### src/rtl/gb_pkg.sv
// Shared Game Boy SoC definitions: DMA state encoding, register address and echo-RAM mapping.
package gb_pkg;

    typedef enum logic [1:0] {
        DMA_IDLE  = 2'd0,
        DMA_START = 2'd1,
        DMA_READ  = 2'd2,
        DMA_WRITE = 2'd3
    } dma_state_t;

    localparam int unsigned OAM_DMA_LEN  = 160;
    localparam logic [15:0] DMA_REG_ADDR = 16'hFF46;
    localparam logic [7:0]  ECHO_BASE    = 8'hE0;
    localparam logic [7:0]  ECHO_OFFSET  = 8'h20;

    // Pages E0-FF alias C0-DF so a transfer can never read OAM or IO space.
    function automatic logic [7:0] dma_src_hi(input logic [7:0] page);
        return (page >= ECHO_BASE) ? page - ECHO_OFFSET : page;
    endfunction

endpackage

### src/rtl/oam_dma.sv
// OAM DMA engine: copies LEN bytes from page XX00 into OAM, one byte per M-cycle.
// Optional OAM_DMA_READBACK_EN makes reg_rdata return the last written page.
module oam_dma
    import gb_pkg::*;
#(
    parameter int unsigned LEN         = OAM_DMA_LEN,
    parameter int unsigned START_DELAY = 1
) (
    input  logic        clk,
    input  logic        rst,
    input  logic        m_tick,
    input  logic        reg_wr,
    input  logic [7:0]  reg_wdata,
    output logic [7:0]  reg_rdata,
    output logic [15:0] src_addr,
    output logic        src_rd,
    input  logic [7:0]  src_data,
    output logic [7:0]  oam_addr,
    output logic [7:0]  oam_wdata,
    output logic        oam_we,
    output logic        busy
);

    localparam logic [7:0] LAST_IDX   = 8'(LEN - 1);
    localparam logic [7:0] DLY_INIT   = 8'(START_DELAY);
    localparam dma_state_t LOAD_STATE = (START_DELAY == 0) ? DMA_READ : DMA_START;

    dma_state_t  r_state, w_state;
    logic [7:0]  r_idx, w_idx;
    logic [7:0]  r_dly, w_dly;
    logic [7:0]  r_page, w_page;
    logic [15:0] r_src_addr, w_src_addr;
    logic        r_src_rd, w_src_rd;
    logic [7:0]  r_oam_addr, w_oam_addr;
    logic        r_oam_we, w_oam_we;
    logic        r_busy, w_busy;

    // State and registered outputs.
    always_ff @(posedge clk or negedge rst) begin
        if (!rst) begin
            r_state    <= DMA_IDLE;
            r_idx      <= 8'h00;
            r_dly      <= 8'h00;
            r_page     <= 8'hFF;
            r_src_addr <= 16'h0000;
            r_src_rd   <= 1'b0;
            r_oam_addr <= 8'h00;
            r_oam_we   <= 1'b0;
            r_busy     <= 1'b0;
        end else begin
            r_state    <= w_state;
            r_idx      <= w_idx;
            r_dly      <= w_dly;
            r_page     <= w_page;
            r_src_addr <= w_src_addr;
            r_src_rd   <= w_src_rd;
            r_oam_addr <= w_oam_addr;
            r_oam_we   <= w_oam_we;
            r_busy     <= w_busy;
        end
    end

    // Next state; the WRITE cycle coincides with the visible src_rd, so oam_we lands on the data cycle.
    always_comb begin
        w_state    = r_state;
        w_idx      = r_idx;
        w_dly      = r_dly;
        w_page     = r_page;
        w_src_addr = r_src_addr;
        w_src_rd   = 1'b0;
        w_oam_addr = r_oam_addr;
        w_oam_we   = 1'b0;

        if (reg_wr) begin
            w_page  = reg_wdata;
            w_idx   = 8'h00;
            w_dly   = DLY_INIT;
            w_state = LOAD_STATE;
        end else begin
            case (r_state)
                DMA_START: begin
                    if (m_tick) begin
                        w_dly = r_dly - 8'd1;
                        if (r_dly <= 8'd1) begin
                            w_state = DMA_READ;
                        end
                    end
                end
                DMA_READ: begin
                    if (m_tick) begin
                        w_src_addr = {dma_src_hi(r_page), r_idx};
                        w_src_rd   = 1'b1;
                        w_state    = DMA_WRITE;
                    end
                end
                DMA_WRITE: begin
                    w_oam_we   = 1'b1;
                    w_oam_addr = r_idx;
                    if (r_idx == LAST_IDX) begin
                        w_state = DMA_IDLE;
                    end else begin
                        w_idx   = r_idx + 8'd1;
                        w_state = DMA_READ;
                    end
                end
                default: begin
                end
            endcase
        end

        // Held through the final OAM write so busy drops the clk after it.
        w_busy = (w_state != DMA_IDLE) || w_oam_we;
    end

    assign src_addr  = r_src_addr;
    assign src_rd    = r_src_rd;
    assign oam_addr  = r_oam_addr;
    assign oam_we    = r_oam_we;
    assign busy      = r_busy;
    assign oam_wdata = r_oam_we ? src_data : 8'h00;

`ifdef OAM_DMA_READBACK_EN
    assign reg_rdata = r_page;
`else
    assign reg_rdata = 8'hFF;
`endif

endmodule
### config.mk
export PLATFORM = sky130hd
export DESIGN_NAME = oam_dma
export DESIGN_NICKNAME = d
export VERILOG_FILES = /design/src/rtl/gb_pkg.sv /design/src/rtl/oam_dma.sv
export SDC_FILE = /design/constraint.sdc
export NUM_CORES = 1
export LEC_CHECK = 0
export CAP_MARGIN = 20
export CORE_UTILIZATION = 49
export DETAILED_ROUTE_END_ITERATION = 6
export PLACE_DENSITY = 0.83
export SLEW_MARGIN = 20
export SYNTH_ARGS = -nofsm -noshare
export SYNTH_HDL_FRONTEND = slang
export SYNTH_SLANG_ARGS = --single-unit
### constraint.sdc
create_clock -name clk -period 2 [get_ports clk]
set_clock_uncertainty 0.05 [all_clocks]
set_input_delay 0.4 -clock clk [delete_from_list [all_inputs] [get_ports clk]]
set_output_delay 0.4 -clock clk [all_outputs]
set_load 0.02 [all_outputs]
### Word-level counts from Yosys, hierarchy flattened

Index checks and enable logic that the tools add are counted.

* output and inout bits: 43
* word-level logic and storage cells: 48
* input port bits: 20
* register bits after elaboration: 53

* mux-type cells: 19
* bitwise gates (word level): 1
* $lt $le $gt $ge: 2
* equal/unequal tests: 5
* $add $sub $neg: 3
* reductions and logical operators: 9

Operators with widths (number)
* $mux W8: 8
* $mux W2: 5
* $add A8 B1 Y8 const B: 1
* $eq A8 B8 Y1 const B: 1
* $ge A8 B8 Y1 const B: 1
* $le A8 B1 Y1 const B: 1
* $reduce_bool A2 Y1: 4
* $sub A8 B1 Y8 const B: 1
* $sub A8 B6 Y8 const B: 1
* $pmux W2 S3: 1
* $reduce_and A2 Y1: 3
* $mux W1: 5
* $eq A2 B2 Y1 const B: 2
* $reduce_and A3 Y1: 1
* $eq A2 B1 Y1 const B: 1
* $ne A2 B2 Y1 const B: 1
* $logic_or A1 B1 Y1: 1
* $not A1 Y1: 1

### Depth between registers and ports, before layout

Gate-level depths: netlist of the first run.

* word-level depth: 7
* mapped depth: 5
* mapped depth without buffers: 5

### Worst setup path before layout of the first run

No wires, ideal clock.

* path kind: register to register
* from: register r_idx[0]
* to: register r_idx[0]
* slack: 270 ps
* cell stages (with the launch flop): 6
* data arrival time: 1555 ps
* setup time: 125 ps
* clock period less this slack: 1730 ps
* path buffers: 1
* required time: 1825 ps
* cell sequence: dfrtp_1 > ha_1 > and4b_1 > clkbuf_1 > a21oi_1 > mux2_2

* cells in the longest elaborated chain, start to end: 4
* elaborated cells between the ends (all ways): 7
* classes of those cells: add/sub (1); eq/ne (2); mux (3); reduce/logical (1)

RTL lines
* start, declared: line oam_dma.sv:29 `logic [7:0] r_idx, w_idx;`
* start signal, assigned: line oam_dma.sv:52 `r_idx <= w_idx;`
* $add A8 B1 Y8: line oam_dma.sv:102 `w_idx = r_idx + 8'd1;`
* $mux W8: line oam_dma.sv:99 `if (r_idx == LAST_IDX) begin`
* $mux W8: line oam_dma.sv:80 `case (r_state)`
* $mux W8: line oam_dma.sv:74 `if (reg_wr) begin`

Parallel ways exist; a longest one is shown, timed or not. The select of a mux whose other input is x is not followed.
A chain may end at the register's enable or synchronous reset.

### Worst setup path after layout of the first run

* from: register r_oam_we, in the netlist oam_we
* to: output oam_we

RTL lines
* start, declared: line oam_dma.sv:35 `logic r_oam_we, w_oam_we;`
* start signal, assigned: line oam_dma.sv:58 `r_oam_we <= w_oam_we;`
* end, declared: line oam_dma.sv:20 `output logic oam_we,`

No word-level cell between the ends.

==> results of run 1 <==
[sequential cells by signal, indices dropped and copies added (netlist names), 2 cells and up]
register and flops:
oam_addr 8, r_dly 8, r_idx 8, r_page 8
r_state 2, src_addr 16
[final timing paths]
path | start | to
hold reg to reg | src_addr[6] | src_addr[6]
hold / removal | rst | oam_addr[7]
setup / recovery | oam_we | oam_we
min in group clk | src_addr[6] | src_addr[6]
max in group asynchronous | rst | r_page[2]
setup reg to reg | r_dly[5] | r_dly[7]
[per-stage QoR]
| step | instance area (um2) | power, uW |
|---|---|---|
| final | 3243 | 3069 |
| after global routing | 3243 | 3231 |
| after CTS | 3241 | 3100 |
| after detailed placement | 3166 | 2513 |
| after global placement | 3166 | 2488 |
| after floorplan | 2519 | 2068 |
[area by class of cell]
cell class	instances	area [um2]	share of cell area [%]
sequential	53	1336	41.20
clock buffer	7	76.32	2.353
multi-input combinational	136	1041	32.10
inverter	9	33.78	1.042
timing repair buffer	67	664.4	20.49
clock inverter	1	7.507	0.2315
tap	67	83.83	2.585
[power by group]
part | switching [uW] | internal (uW) | total, uW
logic | 496 | 544 | 1040
clock network | 339 | 248 | 587
registers | 175 | 1270 | 1440
total | 1010 | 2060 | 3070
[logic make-up after synthesis]
kind of cell	Yosys count	synth area share [%]
adders and majority gates	4	2.008
AOI/OAI and AO/OA	31	7.580
muxes	32	14.41
and+or+nand+nor	59	15.86
DFF	53	53.61
buffers and inverters	27	5.672
xor gates and xnor gates	2	0.7029
other	1	0.1505
[timing repair]
| item | in CTS | in global routing |
|---|---|---|
| endpoints found under the setup margin | 7 | 1 |
| resized for setup | 7 | 1 |
| pin swaps | 0 | 0 |
| hold buffers | 0 | 0 |
| gates cloned | 0 | 0 |
[per-layer routing]
metal / vias to the layer above / track usage (%) / share of wire (%)
met3: 6 / 4.115 / 5.3
met4: 0 / 7.906 / 1.5
met5: - / 0 / 0
met2: 52 / 34.67 / 51
met1: 873 / 21.91 / 42
li1: 851 / - / -
[cells in the mapped netlist (all sizes together), types with 4 or more instances]
cell	count	area, um2
o21ai	7	35.03
dfrtp	45	1126
nand3	6	35.03
dfstp	8	210.2
a211oi	4	30.03
clkbuf	6	22.52
a31oi	4	25.02
a21oi	10	50.05
ha	4	50.05
inv	9	33.78
or4	6	48.80
nor2	5	18.77
and2	8	50.05
o31ai	5	37.54
buf	12	85.08
mux2	31	349.1
nand2	8	30.03
==> results_dict.tcl, run 1 <==
set metrics [dict create \
    ys.flop_type "dfrtp_1" \
    power.density_nw_per_um2 946.3 \
    wl_um 4725 \
    dpl.hpwl_um 3303 \
    power.leakage_uw 0.001464 \
    outcome "completed" \
    first_pass_iters 4 \
    ant_nets 0 \
    critical-path-max-stage-delay_ps 630 \
    io_buffers 54 \
    grt_pass1_vias 1719 \
    cp.depth 1 \
    max_freq_ghz 0.5503 \
    cp-end-kind "output port" \
    synth.yosys.seq_area_share_pct 53.61 \
    coreArea_um2 4817 \
    start_kind "flip-flop" \
    dr.first_iter.drc_count 111 \
    ff2ff_setup_slack_ps 230 \
    fin_ws_ps 182.9 \
    die_h_um 73.32 \
    cts_inserted_buffers 5 \
    drv_cap 0 \
    setup_tns_ps 0 \
    cpMaxStageDelayCell "clkdlybuf4s50_1" \
    n_fill_cell 378 \
    path_clk_slew_ps 90 \
    synth_edf_count 0 \
    synth_cell_types 42 \
    layoutNonFillerInstCount 340 \
    drc 0 \
    cp.arrival_ps 1370 \
    critical_path_class "reg2out" \
    crit_chain "clkdlybuf4s50_1" \
    grt_max_degree 54 \
    grt_first_pass_wirelength_um 7679 \
    setup_violations 0 \
    clkLatencyLatePin_ps 300 \
    ir_worst_vdd_uv 655.3 \
    place_congestion 0.8123 \
    grt_antenna_before_repair 0 \
    antenna_cells 0 \
    critPathTopFamily "buffers and inverters" \
    critPathMaxFanout 9 \
    nets 296 \
    placedCellCount 332 \
    pre_cts_ws_ps -59.63 \
    viasPerCell 5.241 \
    rsz0062_at_grt "false" \
    reg2regPathDepth 3 \
    fin_crit_sh_pct 90.85 \
    whs_ps 22.06 \
    syn_to_final_growth_pct 30.12 \
    yosys_warnings 0 \
    ys_ff_latch 53 \
    avgRoutedWirePerCell_um 13.90 \
    drive_above_1_share_pct 25.27 \
    fin_util_pct 67.32 \
    die_area_um2 5376 \
    rows 25 \
    root_buffer "clkbuf_8" \
    clock_sinks 53 \
    crit_required_ps 1550 \
    clk_path_buf_depth 2 \
    tritoncts "built" \
    min_period_ps 1817 \
    fp.dieW_um 73.32 \
    overflow 0 \
    cts.htree.levels 2 \
    layout_common_cells "dfrtp_1 (45), clkdlybuf4s50_1 (45), mux2_2 (30)" \
    synthArstFlopShare_pct 100.0 \
    synthCells 209 \
    io_pins 63 \
    syn_area_um2 2492 \
    hold_violations 0 \
    grt_util_all_layers_pct 19.15 \
    syn_area_per_cell_um2 11.93 \
    slew_viol_final 0 \
    crit_buf_inv 1 \
    cts_setup_buffers 0 \
    start_util_pct 51.74 \
    hold_path.class "in2async" \
    vias 1782 \
]
Power figures use the tool's default switching activity.
==> run 2: changes to the inputs <==
--- a/config.mk
+++ b/config.mk
@@ -9,6 +9,7 @@
 export CORE_UTILIZATION = 49
 export DETAILED_ROUTE_END_ITERATION = 6
 export PLACE_DENSITY = 0.83
+export SETUP_SLACK_MARGIN = 0.2
 export SLEW_MARGIN = 20
 export SYNTH_ARGS = -nofsm -noshare
 export SYNTH_HDL_FRONTEND = slang
==> results_dict.tcl, run 2 (same netlist as run 1, synthesis figures left out) <==
set metrics [dict create \
    antenna_cells 0 \
    clock_sinks 53 \
    largest_reg_flops 16 \
    die_area_um2 5376 \
    ctsHoldBuffers 0 \
    crit_chain "or4_4, nor4_4, mux2_4" \
    crit_required_ps 2150 \
    reg2reg_to "r_dly[7]" \
    crit_buf_inv 0 \
    die_h_um 73.32 \
    ff2ff_setup_slack_ps 240 \
    power.density_nw_per_um2 946.0 \
    power.leakage_uw 0.001453 \
    syn_to_final_growth_pct 30.87 \
    cts_inserted_buffers 5 \
    viasPerCell 5.273 \
    max_freq_ghz 0.5683 \
    grt_max_degree 54 \
    cp-end-kind "flip-flop" \
    fp.dieW_um 73.32 \
    root_buffer "clkbuf_8" \
    grt_util_all_layers_pct 19.15 \
    first_pass_iters 4 \
    critPathMaxFanout 4 \
    outcome "completed" \
    hold_path.class "in2async" \
    rsz0062_at_grt "false" \
    fin_util_pct 67.71 \
    io_pins 63 \
    path_clk_slew_ps 90 \
    reg2regPathDepth 3 \
    vias 1798 \
    layout_common_cells "dfrtp_1 (44), clkdlybuf4s50_1 (44), mux2_2 (30)" \
    place_congestion 0.8123 \
    nets 297 \
    fin_crit_sh_pct 87.98 \
    grt_antenna_before_repair 0 \
    drc 0 \
    ant_nets 0 \
    cp.arrival_ps 1910 \
    setup_tns_ps 0 \
    n_fill_cell 372 \
    slew_viol_final 0 \
    start_kind "flip-flop" \
    clkLatencyLatePin_ps 300 \
    tritoncts "built" \
    dpl.hpwl_um 3303 \
    dpl_cell_area_um2 3166 \
    drv_cap 0 \
    min_period_ps 1760 \
    hold_violations 0 \
    grt_pass1_vias 1719 \
    drive_above_1_share_pct 26.28 \
    whs_ps 21.95 \
    avgRoutedWirePerCell_um 14.04 \
    critical-path-max-stage-delay_ps 590 \
    r2r-start "r_dly[4]" \
    design_area_um2 3262 \
    setup_violations 0 \
    io_buffers 54 \
    overflow 0 \
    ir_worst_vdd_uv 655.0 \
    grt_first_pass_wirelength_um 7679 \
    start_util_pct 51.74 \
    critPathTopFamily "simple AND/OR/NAND/NOR gates" \
    dr.first_iter.drc_count 97 \
    clk_path_buf_depth 2 \
    cpMaxStageDelayCell "or4_4" \
    critical_path_class "reg2reg" \
    coreArea_um2 4817 \
    cts.htree.levels 2 \
    wl_um 4788 \
    finalPower_uw 3086 \
    rows 25 \
]
[run 2: cell count changes in the layout (fill, tap and decap cells not counted), sizes merged]
cell | before | now
clkdlybuf4s50 | 45 | 44
clkdlybuf4s15 | 0 | 2
dlymetal6s2s | 1 | 0
buf | 14 | 15
[run 2: layer usage]
metal,vias to the layer above,track usage (%),wire length [um]
met1,878,21.91,2042
li1,855,-,-
met5,-,0,0
met2,59,34.67,2411
met4,0,7.906,67
met3,6,4.115,267
[run 2: per-stage QoR]
stage / setup slack (ps) / cells
3_5_place_dp: -59.63 / 332
4_1_cts: 205.5 / 340
5_1_grt: 201.3 / 341
2_1_floorplan: 270.2 / 216
3_3_place_gp: -43.88 / 332
6_report: 240.4 / 341
[run 2: worst max path at each step]
stage / from / slack [ps] / end / cells after the start
2_1_floorplan: r_idx[0] / 270 / r_idx[0] / 5
3_5_place_dp: src_data[4] / -60 / oam_wdata[4] / 3
6_report: r_dly[4] / 240 / r_dly[7] / 3
5_1_grt: r_dly[4] / 200 / r_dly[7] / 3
4_1_cts: src_data[4] / 210 / oam_wdata[4] / 3
3_3_place_gp: src_data[4] / -40 / oam_wdata[4] / 3
[run 2: final cells by class]
class                      count  area, um2  area share, %
timing repair buffer          68      669.4          20.52
multi-input combinational    136       1054          32.30
clock buffer                   7      76.32          2.340
inverter                       9      33.78          1.036
sequential                    53       1338          41.00
tap                           67      83.83          2.570
clock inverter                 1      7.507         0.2301
[run 2: power breakdown]
group          switching, uW  internal [uW]  total (uW)
clock network            338            248         586
logic                    506            548        1050
registers                176           1270        1450
total                   1020           2070        3090
[run 2: timing repair]
action | CTS | global route
endpoints found under the hold margin | 0 | 0
pin swaps | 0 | 1
endpoints found under the setup margin | 9 | 4
resized for setup | 9 | 5
setup buffers | 0 | 1
==> run 3: changes to the inputs <==
--- a/config.mk
+++ b/config.mk
@@ -6,11 +6,14 @@
 export NUM_CORES = 1
 export LEC_CHECK = 0
 export CAP_MARGIN = 20
+export CORE_ASPECT_RATIO = 1.4
 export CORE_UTILIZATION = 49
 export DETAILED_ROUTE_END_ITERATION = 6
 export PLACE_DENSITY = 0.83
+export RECOVER_POWER = 25
 export SETUP_SLACK_MARGIN = 0.2
 export SLEW_MARGIN = 20
 export SYNTH_ARGS = -nofsm -noshare
 export SYNTH_HDL_FRONTEND = slang
 export SYNTH_SLANG_ARGS = --single-unit
+export TNS_END_PERCENT = 20
==> results_dict.tcl, run 3 (same netlist as run 1, synthesis figures left out) <==
set metrics [dict create \
    io_pins 63 \
    cts_inserted_buffers 5 \
    seqCellArea_um2 1336 \
    dpl.hpwl_um 3528 \
    grt_antenna_before_repair 0 \
    hold_violations 0 \
    min_from "oam_addr[6]" \
    fin_util_pct 66.03 \
    r2r-start "r_dly[4]" \
    syn_to_final_growth_pct 29.27 \
    setup_violations 0 \
    cts.htree.levels 2 \
    fin_crit_sh_pct 89.73 \
    worst_pin_slew_ps 926.3 \
    overflow 0 \
    die_h_um 86.39 \
    coreArea_um2 4880 \
    io_buffers 54 \
    fp.dieW_um 62.28 \
    hold_path.class "reg2reg" \
    start_util_pct 51.08 \
    outcome "completed" \
    avgRoutedWirePerCell_um 14.14 \
    drive_above_1_share_pct 25.09 \
    multiInputGateArea_um2 1054 \
    antenna_cells 0 \
    critPathMaxFanout 8 \
    grt_util_all_layers_pct 19.02 \
    root_buffer "clkbuf_8" \
    first_pass_iters 6 \
    cp.arrival_ps 1940 \
    largest_reg_flops 16 \
    ant_nets 0 \
    slew_viol_final 0 \
    min_period_ps 1795 \
    grt_max_degree 23 \
    cp-end-kind "flip-flop" \
    critPathLaunch "reg_wr" \
    place_congestion 0.7994 \
    layout_common_cells "dfrtp_1 (45), clkdlybuf4s50_1 (42), mux2_2 (30)" \
    pre_cts_ws_ps -41.53 \
    wl_um 4794 \
    power.density_nw_per_um2 952.0 \
    vias 1800 \
    clock_sinks 53 \
    critical_path_class "in2reg" \
    grt_pass1_vias 1746 \
    start_kind "input port" \
    grt_first_pass_wirelength_um 7893 \
    final_common_cell "dfrtp_1" \
    placedCellCount 329 \
    rows 30 \
    nets 298 \
    max_freq_ghz 0.5572 \
    crit_buf_inv 2 \
    path_clk_slew_ps 90 \
    crit_chain "dlygate4sd3_1, and4bb_2, buf_4, mux2_2" \
    tritoncts "built" \
    cpMaxStageDelayCell "dlygate4sd3_1" \
    fin_ws_ps 205.4 \
    die_area_um2 5380 \
    finalPower_uw 3067 \
    drc 0 \
    critPathTopFamily "buffers and inverters" \
    layoutNonFillerInstCount 339 \
    clk_path_buf_depth 2 \
    crit_required_ps 2150 \
    critical-path-max-stage-delay_ps 620 \
    clkLatencyLatePin_ps 310 \
    slew-limit-headroom_pct 38.24 \
    n_fill_cell 403 \
    power.leakage_uw 0.001450 \
    dr.first_iter.drc_count 49 \
    rsz0062_at_grt "false" \
    ir_worst_vdd_uv 536.6 \
    viasPerCell 5.310 \
    drv_cap 0 \
]
run 3: cell type report:
cell class / instances / share of cell area (%)
Sequential cell: 53 / 41.48
Multi-Input combinational cell: 136 / 32.70
Timing Repair Buffer: 69 / 19.69
Tap cell: 64 / 2.485
Clock buffer: 7 / 2.369
Inverter: 9 / 1.049
Clock inverter: 1 / 0.2330
run 3: metal layers:
layer	track usage, %	share of wire, %	routed length, um
met2	34.77	53	2540
met3	4.079	4.9	234
met1	21.43	41	1957
met4	8.034	1.3	61
met5	0	0	0
run 3: repair_timing:
item | CTS | global route
pin swaps | 0 | 2
hold buffers | 1 | 0
cloned | 0 | 0
endpoints found under the hold margin | 10 | 0
resized for setup | 9 | 2
buffers inserted | 0 | 1
setup endpoints to repair | 9 | 1
run 3: worst reg2reg max path, stage by stage, from the launching register on:
cell	delay (ps)
dfrtp_1	410
or4_4	600
nor4_4	180
mux2_4	330
run 3: report_power, final:
| part | switching (uW) | internal, uW | total, uW |
|---|---|---|---|
| Combinational | 512 | 532 | 1040 |
| Clock | 335 | 248 | 583 |
| Sequential | 174 | 1270 | 1440 |
run 3: path summary, 6_finish.rpt:
check	to	cells after the start	slack (ps)
setup / recovery	src_addr[8]	4	210
hold / removal	oam_addr[6]	1	460
setup reg to reg	r_dly[7]	3	320
hold reg to reg	oam_addr[6]	1	460
max in group asynchronous	oam_addr[7]	3	400
min in group asynchronous	src_rd	2	680
run 3: metrics by stage:
step           hold WS, ps  setup TNS, ps  cell area [um2]
5_1_grt              479.3              0             3222
6_report             458.8              0             3222
2_1_floorplan        54.41              0             2519
4_1_cts              463.4              0             3207
3_3_place_gp         288.4         -282.8             3124
3_5_place_dp         297.1         -346.9             3124
